--- src/rtl/ascon_frame_sched.sv ---
// ascon_frame_sched: sequences one Ascon frame (init, AD, plaintext blocks, final block, tag) against a core handshake
module ascon_frame_sched #(
    parameter int MAX_BLOCKS     = 23,
    parameter int TIMEOUT_CYCLES = 1023
) (
    input  logic         clock_i,
    input  logic         reset_i,
    input  logic         start_i,
    input  logic [4:0]   nb_blocks_i,
    input  logic [127:0] key_i,
    input  logic [127:0] nonce_i,
    input  logic [63:0]  ad_i,
    input  logic [63:0]  pt_data_i,
    input  logic         pt_valid_i,
    output logic         pt_ready_o,
    output logic         init_o,
    output logic         associate_data_o,
    output logic         finalisation_o,
    output logic [63:0]  data_o,
    output logic         data_valid_o,
    output logic [127:0] key_o,
    output logic [127:0] nonce_o,
    input  logic         end_initialisation_i,
    input  logic         end_associate_i,
    input  logic [63:0]  cipher_i,
    input  logic         cipher_valid_i,
    input  logic         end_cipher_i,
    input  logic [127:0] tag_i,
    input  logic         end_tag_i,
    output logic [63:0]  ct_data_o,
    output logic         ct_valid_o,
    input  logic         ct_ready_i,
    output logic [127:0] tag_o,
    output logic         tag_valid_o,
    output logic         busy_o,
    output logic         err_o,
    output logic [1:0]   err_code_o
);
    typedef enum logic [3:0] {
        IDLE, INIT, WAIT_INIT, AD_SEND, WAIT_AD, PT_FETCH, PT_SEND, WAIT_CIPHER,
        CT_OUT, WAIT_END, FIN_SEND, WAIT_FCIPHER, FIN_CT_OUT, WAIT_TAG, ERROR
    } state_t;

    localparam int            TW    = $clog2(TIMEOUT_CYCLES + 1);
    localparam logic [5:0]    MAXB  = 6'(MAX_BLOCKS);
    localparam logic [TW-1:0] TLAST = TW'(TIMEOUT_CYCLES - 1);

    state_t        state, state_d;
    logic [63:0]   ad_r, pt_r, data_q;
    logic [4:0]    nb_r, blk_cnt;
    logic [TW-1:0] tmo;
    logic          end_flag, tag_flag;
    logic [127:0]  tag_h;
    logic          start_ok, in_wait, timed_out, end_seen, tag_seen, tag_done;

    assign init_o           = state == INIT;
    assign associate_data_o = state == AD_SEND;
    assign data_valid_o     = state inside {AD_SEND, PT_SEND, FIN_SEND};
    assign finalisation_o   = state inside {FIN_SEND, WAIT_FCIPHER, FIN_CT_OUT, WAIT_TAG};
    assign data_o           = associate_data_o ? ad_r : (data_valid_o ? pt_r : data_q);
    assign pt_ready_o       = state == PT_FETCH;
    assign ct_valid_o       = state inside {CT_OUT, FIN_CT_OUT};
    assign busy_o           = !(state inside {IDLE, ERROR});
    assign err_o            = state == ERROR;

    // next-state selection; a timeout only wins when no legitimate exit is taken that cycle
    always_comb begin
        start_ok  = ({1'b0, nb_blocks_i} >= 6'd1) && ({1'b0, nb_blocks_i} <= MAXB);
        in_wait   = state inside {WAIT_INIT, WAIT_AD, WAIT_CIPHER, WAIT_END, WAIT_FCIPHER, WAIT_TAG};
        timed_out = in_wait && tmo == TLAST;
        end_seen  = end_flag || end_cipher_i;
        tag_seen  = tag_flag || end_tag_i;
        state_d   = state;
        case (state)
            IDLE:         if (start_i) state_d = start_ok ? INIT : ERROR;
            INIT:         state_d = WAIT_INIT;
            WAIT_INIT:    if (end_initialisation_i) state_d = AD_SEND;
            AD_SEND:      state_d = WAIT_AD;
            WAIT_AD:      if (end_associate_i) state_d = PT_FETCH;
            PT_FETCH:     if (pt_valid_i) state_d = (blk_cnt + 5'd1 < nb_r) ? PT_SEND : FIN_SEND;
            PT_SEND:      state_d = WAIT_CIPHER;
            WAIT_CIPHER:  if (cipher_valid_i) state_d = CT_OUT;
            CT_OUT:       if (ct_ready_i) state_d = end_seen ? PT_FETCH : WAIT_END;
            WAIT_END:     if (end_seen) state_d = PT_FETCH;
            FIN_SEND:     state_d = WAIT_FCIPHER;
            WAIT_FCIPHER: if (cipher_valid_i) state_d = FIN_CT_OUT;
            FIN_CT_OUT:   if (ct_ready_i) state_d = tag_seen ? IDLE : WAIT_TAG;
            WAIT_TAG:     if (end_tag_i) state_d = IDLE;
            ERROR:        if (start_i) state_d = IDLE;
            default:      state_d = IDLE;
        endcase
        if (timed_out && state_d == state) state_d = ERROR;
        tag_done = (state == FIN_CT_OUT || state == WAIT_TAG) && state_d == IDLE;
    end

    // state register
    always_ff @(posedge clock_i) begin
        if (reset_i) state <= IDLE;
        else state <= state_d;
    end

    // datapath: frame parameters, data words, sticky end/tag flags, counters and error code
    always_ff @(posedge clock_i) begin
        if (reset_i) begin
            key_o       <= '0;
            nonce_o     <= '0;
            ad_r        <= '0;
            nb_r        <= '0;
            pt_r        <= '0;
            data_q      <= '0;
            ct_data_o   <= '0;
            tag_o       <= '0;
            tag_h       <= '0;
            tag_valid_o <= 1'b0;
            blk_cnt     <= '0;
            tmo         <= '0;
            end_flag    <= 1'b0;
            tag_flag    <= 1'b0;
            err_code_o  <= 2'b00;
        end else begin
            data_q      <= data_o;
            tag_valid_o <= tag_done;
            tmo         <= (state_d == state && in_wait) ? tmo + 1'b1 : '0;
            if (state == IDLE && start_i && start_ok) begin
                key_o   <= key_i;
                nonce_o <= nonce_i;
                ad_r    <= ad_i;
                nb_r    <= nb_blocks_i;
            end
            if (state == IDLE) blk_cnt <= '0;
            else if (state == PT_FETCH && pt_valid_i) begin
                pt_r    <= pt_data_i;
                blk_cnt <= blk_cnt + 5'd1;
            end
            if ((state == WAIT_CIPHER || state == WAIT_FCIPHER) && cipher_valid_i) ct_data_o <= cipher_i;
            if (state == IDLE || state_d == PT_FETCH) end_flag <= 1'b0;
            else if ((state == WAIT_CIPHER || state == CT_OUT) && end_cipher_i) end_flag <= 1'b1;
            if (state == IDLE || state_d == IDLE) tag_flag <= 1'b0;
            else if ((state == WAIT_FCIPHER || state == FIN_CT_OUT) && end_tag_i) begin
                tag_flag <= 1'b1;
                tag_h    <= tag_i;
            end
            if (tag_done) tag_o <= tag_flag ? tag_h : tag_i;
            if (state == IDLE && start_i && !start_ok) err_code_o <= 2'b01;
            else if (in_wait && state_d == ERROR) err_code_o <= 2'b10;
            else if (state == ERROR && start_i) err_code_o <= 2'b00;
        end
    end
endmodule

--- config.mk ---
export PLATFORM = sky130hd
export DESIGN_NAME = ascon_frame_sched
export DESIGN_NICKNAME = d
export VERILOG_FILES = /design/src/rtl/ascon_frame_sched.sv
export SDC_FILE = /design/constraint.sdc
export NUM_CORES = 2
export LEC_CHECK = 0
export CAP_MARGIN = 20
export CORE_AREA = 2 2 434 436
export CTS_CLUSTER_SIZE = 10
export DETAILED_ROUTE_END_ITERATION = 7
export DIE_AREA = 0 0 436 438
export GPL_TIMING_DRIVEN = 0
export PLACE_DENSITY = 0.44
export SLEW_MARGIN = 10
export SYNTH_ARGS = -nofsm -noshare
export SYNTH_HDL_FRONTEND = slang
export SYNTH_SLANG_ARGS = --single-unit
export TNS_END_PERCENT = 30
--- constraint.sdc ---
create_clock -name clock_i -period 3.8 [get_ports clock_i]
set_input_delay 0.76 -clock clock_i [delete_from_list [all_inputs] [get_ports clock_i]]
set_output_delay 0.76 -clock clock_i [all_outputs]
set_load 0.1 [all_outputs]
After elaboration in Yosys (flattened, before gate mapping)
Cells that the tools add are included.
W data, S select, Z words.
- input port bits: 591
- register bits: 797
- word-level logic and storage cells: 107
- reduce and logical (&&, ||, !) cells: 40
- bitwise logic cells: 3
- multiplexer cells: 23
- $lt $le $gt $ge: 3
- add/sub/neg operators: 2
- equal/unequal tests: 19
- operators with widths (operator ; count):
    $mux W128 ; 1
    $mux W64 ; 2
    $mux W4 ; 16
    $pmux W4 S15 ; 1
    $eq A4 B4 Y1 const B ; 8
    $eq A4 B3 Y1 const B ; 5
    $logic_and A1 B1 Y1 ; 14
    $add A10 B1 Y10 const B ; 1
    $eq A10 B10 Y1 const B ; 1
    $reduce_or A2 Y1 ; 5
    $eq A4 B2 Y1 const B ; 2
    $eq A4 B4 Y1 ; 2
    $logic_not A4 Y1 ; 2
    $logic_or A1 B1 Y1 ; 8
    $reduce_bool A2 Y1 ; 3
    $reduce_bool A3 Y1 ; 2
    $reduce_bool A6 Y1 ; 1
    $add A5 B1 Y5 const B ; 1
    $ge A5 B1 Y1 const B ; 1
    $le A5 B5 Y1 const B ; 1
    $lt A5 B5 Y1 ; 1
    $eq A4 B1 Y1 const B ; 1
    $mux W2 ; 2
    $reduce_and A2 Y1 ; 2
    4 further kinds ; 7

Depth between registers and ports, before layout
- depth after elaboration: 12
- gate-level depth with buffers: 13

Worst setup path before layout
OpenSTA, ideal clock, no wires.
- kind: register -> output
- start point: register state[2]
- end point: output data_o[10]
- arrival time: 3834 ps
- path slack: -794 ps
- cell stages (with the launch flop): 9
- required time: 3040 ps
- cells stage by stage: dfxtp_1 > buf_2 > nor2b_1 > or2_2 > nand2b_1 > clkbuf_1 > buf_2 > mux2i_1 > o21ai_0
- word-level cells in the longest chain between the ends: 4
- elaborated cells on any way between the ends: 6
- those cells by class: eq/ne (3); mux (2); reduce/logical (1)
- ends and longest elaborated chain (element ; RTL line ; RTL):
    from (decl) ; 48 ; state_t state, state_d;
    from (signal assigned) ; 99 ; else state <= state_d;
    $eq A4 B2 Y1, or another cell as far along ; 57, 58 ;
    $reduce_bool A3 Y1 ; 58 ; assign data_valid_o = state inside {AD_SEND, PT_SEND, FIN_SEND};
    $mux W64 ; 60 ; assign data_o = associate_data_o ? ad_r : (data_valid_o ? pt_r : data_q);
    $mux W64 (*) ; 60 ;
    to (decl) ; 19 ; output logic [63:0] data_o,
Mark *: on every way between the ends. The rest lies on a longest branch, timed or not.

Worst setup path in the final report
- start point: register state[2]
- end point: output data_o[9]
The elaborated chain is that of the path after synthesis.

==> out/results.ini <==
[run_status]
status=finished, final reports clean

[global_routing]
grt_max_degree=18
grt_use_total_pct=16.77
grt_pass1_vias=30010
antenna_found_initial=52
overflow=0
grt_pass1_wl_um=231200

[clock_network]
cts_max_level=3
root_buffer=clkbuf_16
cts_tree=built
clk_pin_slew_ns=0.06
cts.path.max_buffers=3
cts_hold_buf=0
clk_latency_ns=0.74
cts_buffers=100
clock_sinks=797

[sta]
setup_viol=0
hold_viol=0
drv_slew=0
hold_slack_ns=0.4513
final.min_clock_period_ns=3.755
rsz0062_at_grt=true
max_clock_freq_mhz=266.3
tns_ns=0
clock_skew_ns=0.04165
fin_crit_sh_pct=98.83
slew_headroom_pct=22.63
worst_slew_pin_slew_ns=1.157

[routing]
drtIter0Drc=1570
ant_nets=0
wl_per_cell_um=22.33
via_per_inst=4.085
first_pass_iters=5
drc=0
wirelength_um=168000
vias=30730

[worst_setup_path]
cpPeakStageDelay_ns=0.37
crit_required_ns=3.04
rrSetupSlack_ns=0.17
path_class=reg -> out
cp_max_fo=10
cp_cell_sequence=buf_2 -> nor2b_2 -> or2_2 -> nand2b_4 -> buf_4 -> mux2i_1 -> o21ai_4 -> buf_6
reg2regPathDepth=13
start_kind=flip-flop
critical_path_arrival_ns=3.00
critPathSlowestCell=or2_2
reg2reg_to=tag_h[125]$_SDFFE_PP0P_
endpoint_kind=output pin
r2r_start=blk_cnt[0]$_SDFFE_PP0P_

[placement]
globalplace.congestion=0.9000
io_buffers=1111
dpl.hpwl_um=133700

[floorplanning]
num_rows=159
core_mm2=0.1866
ioPinCount=1114
dieWidth_um=436
die_y_um=438
dieArea_mm2=0.1910
start_util_pct=16.32

[final_layout]
syn_to_final_growth_pct=61.21
final_cell_mix=1257 x nand2_1, 1042 x clkdlybuf4s50_1, 793 x dfxtp_1, 729 x a21oi_1, 232 x clkbuf_1
drive_above_1_share_pct=8.841
nets=5545
layout_commonest_cell=nand2_1

[synthesis]
syn-num-nets=4286
syn_inst=3688
yosysSeqAreaShare_pct=52.38
yosysUniqueCellTypes=58
synth_ff_type=dfxtp_1
synth.largest_area_cell=dfxtp_1
async_flop_share_pct=0
syn-cell-area_mm2=0.03046
yosysWarnings=0
synth_edf_count=0
synthTopCellsByArea=dfxtp_1 52%, nand2_1 16%, a21oi_1 12%
ys_ff_latch=797
synth_top_area_share_pct=52.38
syn_area_per_cell_um2=8.259

[pwr]
peakVddDrop_v=0.0003714
powerDensity_mw_per_mm2=659.7
p_leak_nw=16.68

[worst_hold_path]
hold_end=key_o[72]$_SDFFE_PP0P_
hold_depth=2
min_from=key_o[72]$_SDFFE_PP0P_
hp-class=reg -> reg

[run]
drv_cap=0

critical path, delay by kind of cell, from the launching register on:
family	cells	cell delay, ns
buffers and inverters	3	0.72
flip-flops	1	0.29
multiplexers	1	0.15
AO/OA/AOI/OAI	1	0.32
AND/OR/NAND/NOR	3	0.78
metal layers:
metal / vias to the layer above / GRT usage [%] / wire length, µm / share of wire [%]
met1: 14730 / 18.94 / 66070 / 39
li1: 14900 / - / - / -
met4: 20 / 5.587 / 4467 / 2.7
met5: - / 0 / 147 / 0.088
met2: 855 / 30.03 / 86100 / 51
met3: 221 / 4.852 / 11180 / 6.7
cells by family after synthesis:
group | after synthesis | share of synthesized area, %
XOR/XNOR | 15 | 0.4313
flip-flops | 797 | 52.38
AND/OR/NAND/NOR | 1407 | 18.46
AO/OA/AOI/OAI | 966 | 17.76
multiplexers | 183 | 6.018
adder cells (fa/ha/maj) | 7 | 0.2875
buffers and inverters | 313 | 4.658
Yosys cell counts (9+ instances only):
cell type,number
buf_4,16
nor2_1,20
a211oi_2,20
a211oi_1,110
a21oi_1,730
o21ai_0,60
buf_6,21
a22oi_1,11
mux2i_1,182
nor4_1,13
and2_1,59
inv_1,10
xor2_1,9
buf_2,21
buf_1,15
clkbuf_1,230
nand2_1,1258
dfxtp_1,797
how the worst max path moves through the flow:
stage	slack (ns)	cells past startpoint	start	end
after floorplan	-0.49	7	state[2]$_SDFF_PP0_	data_o[0]
after global placement	-2.37	8	nb_blocks_i[2]	nonce_o[63]$_SDFFE_PP0P_
after detailed placement	-1.97	9	state[0]$_SDFF_PP0_	data_o[24]
after CTS	-0.1	8	state[2]$_SDFF_PP0_	data_o[9]
after global routing	-0.06	8	state[2]$_SDFF_PP0_	data_o[9]
final	0.04	8	state[2]$_SDFF_PP0_	data_o[9]
repair_timing:
action,4_1_cts,5_1_grt
pin swaps,3,5
cloned,0,1
setup endpoints to repair,319,263
resized for setup,454,58
buffers inserted,2,6
layout make-up:
type                       instances  area [µm²]
clock buffer                     151        2928
antenna                           15       37.54
clock inverter                    15       183.9
multi-input combinational       2578       13380
fill                           20290      137500
sequential                       797       15960
timing repair buffer            1160       11900
tap                             2495        3122
buffer                           300        1555
inverter                          10       37.54
state kept, by name, indices dropped and copies added, names as in the netlist:
register and cells:
ad_r 64, blk_cnt 5, nonce_o 128, nb_r 5
tmo 10, tag_h 128, end_flag 1, state 4
data_q 64, key_o 128, tag_o 128, err_code_o 2
tag_valid_o 1, ct_data_o 64, tag_flag 1, pt_r 64
stage by stage:
stage | instance area [µm²] | util, % | setup WS, ns | cells | power [mW]
CTS | 48830 | 26.17 | -0.09689 | 7497 | 32.84
floorplan | 30640 | - | -0.4857 | 3688 | 18.47
global route | 49100 | 26.31 | -0.06046 | 7518 | 33.78
global placement | 44880 | 24.05 | -2.366 | 7294 | 22.92
finish | 49110 | 26.32 | 0.04464 | 7521 | 32.40
detailed placement | 45650 | 24.46 | -1.969 | 7334 | 23.21
power breakdown:
| group | leakage, nW | switching [mW] | internal [mW] |
|---|---|---|---|
| clock | 1.51 | 4.01 | 5.35 |
| sequential | 6.46 | 0.546 | 9.24 |
| combinational | 8.71 | 9.78 | 3.47 |
| total | 16.7 | 14.3 | 18.1 |
(Power assumes the default switching activity.)
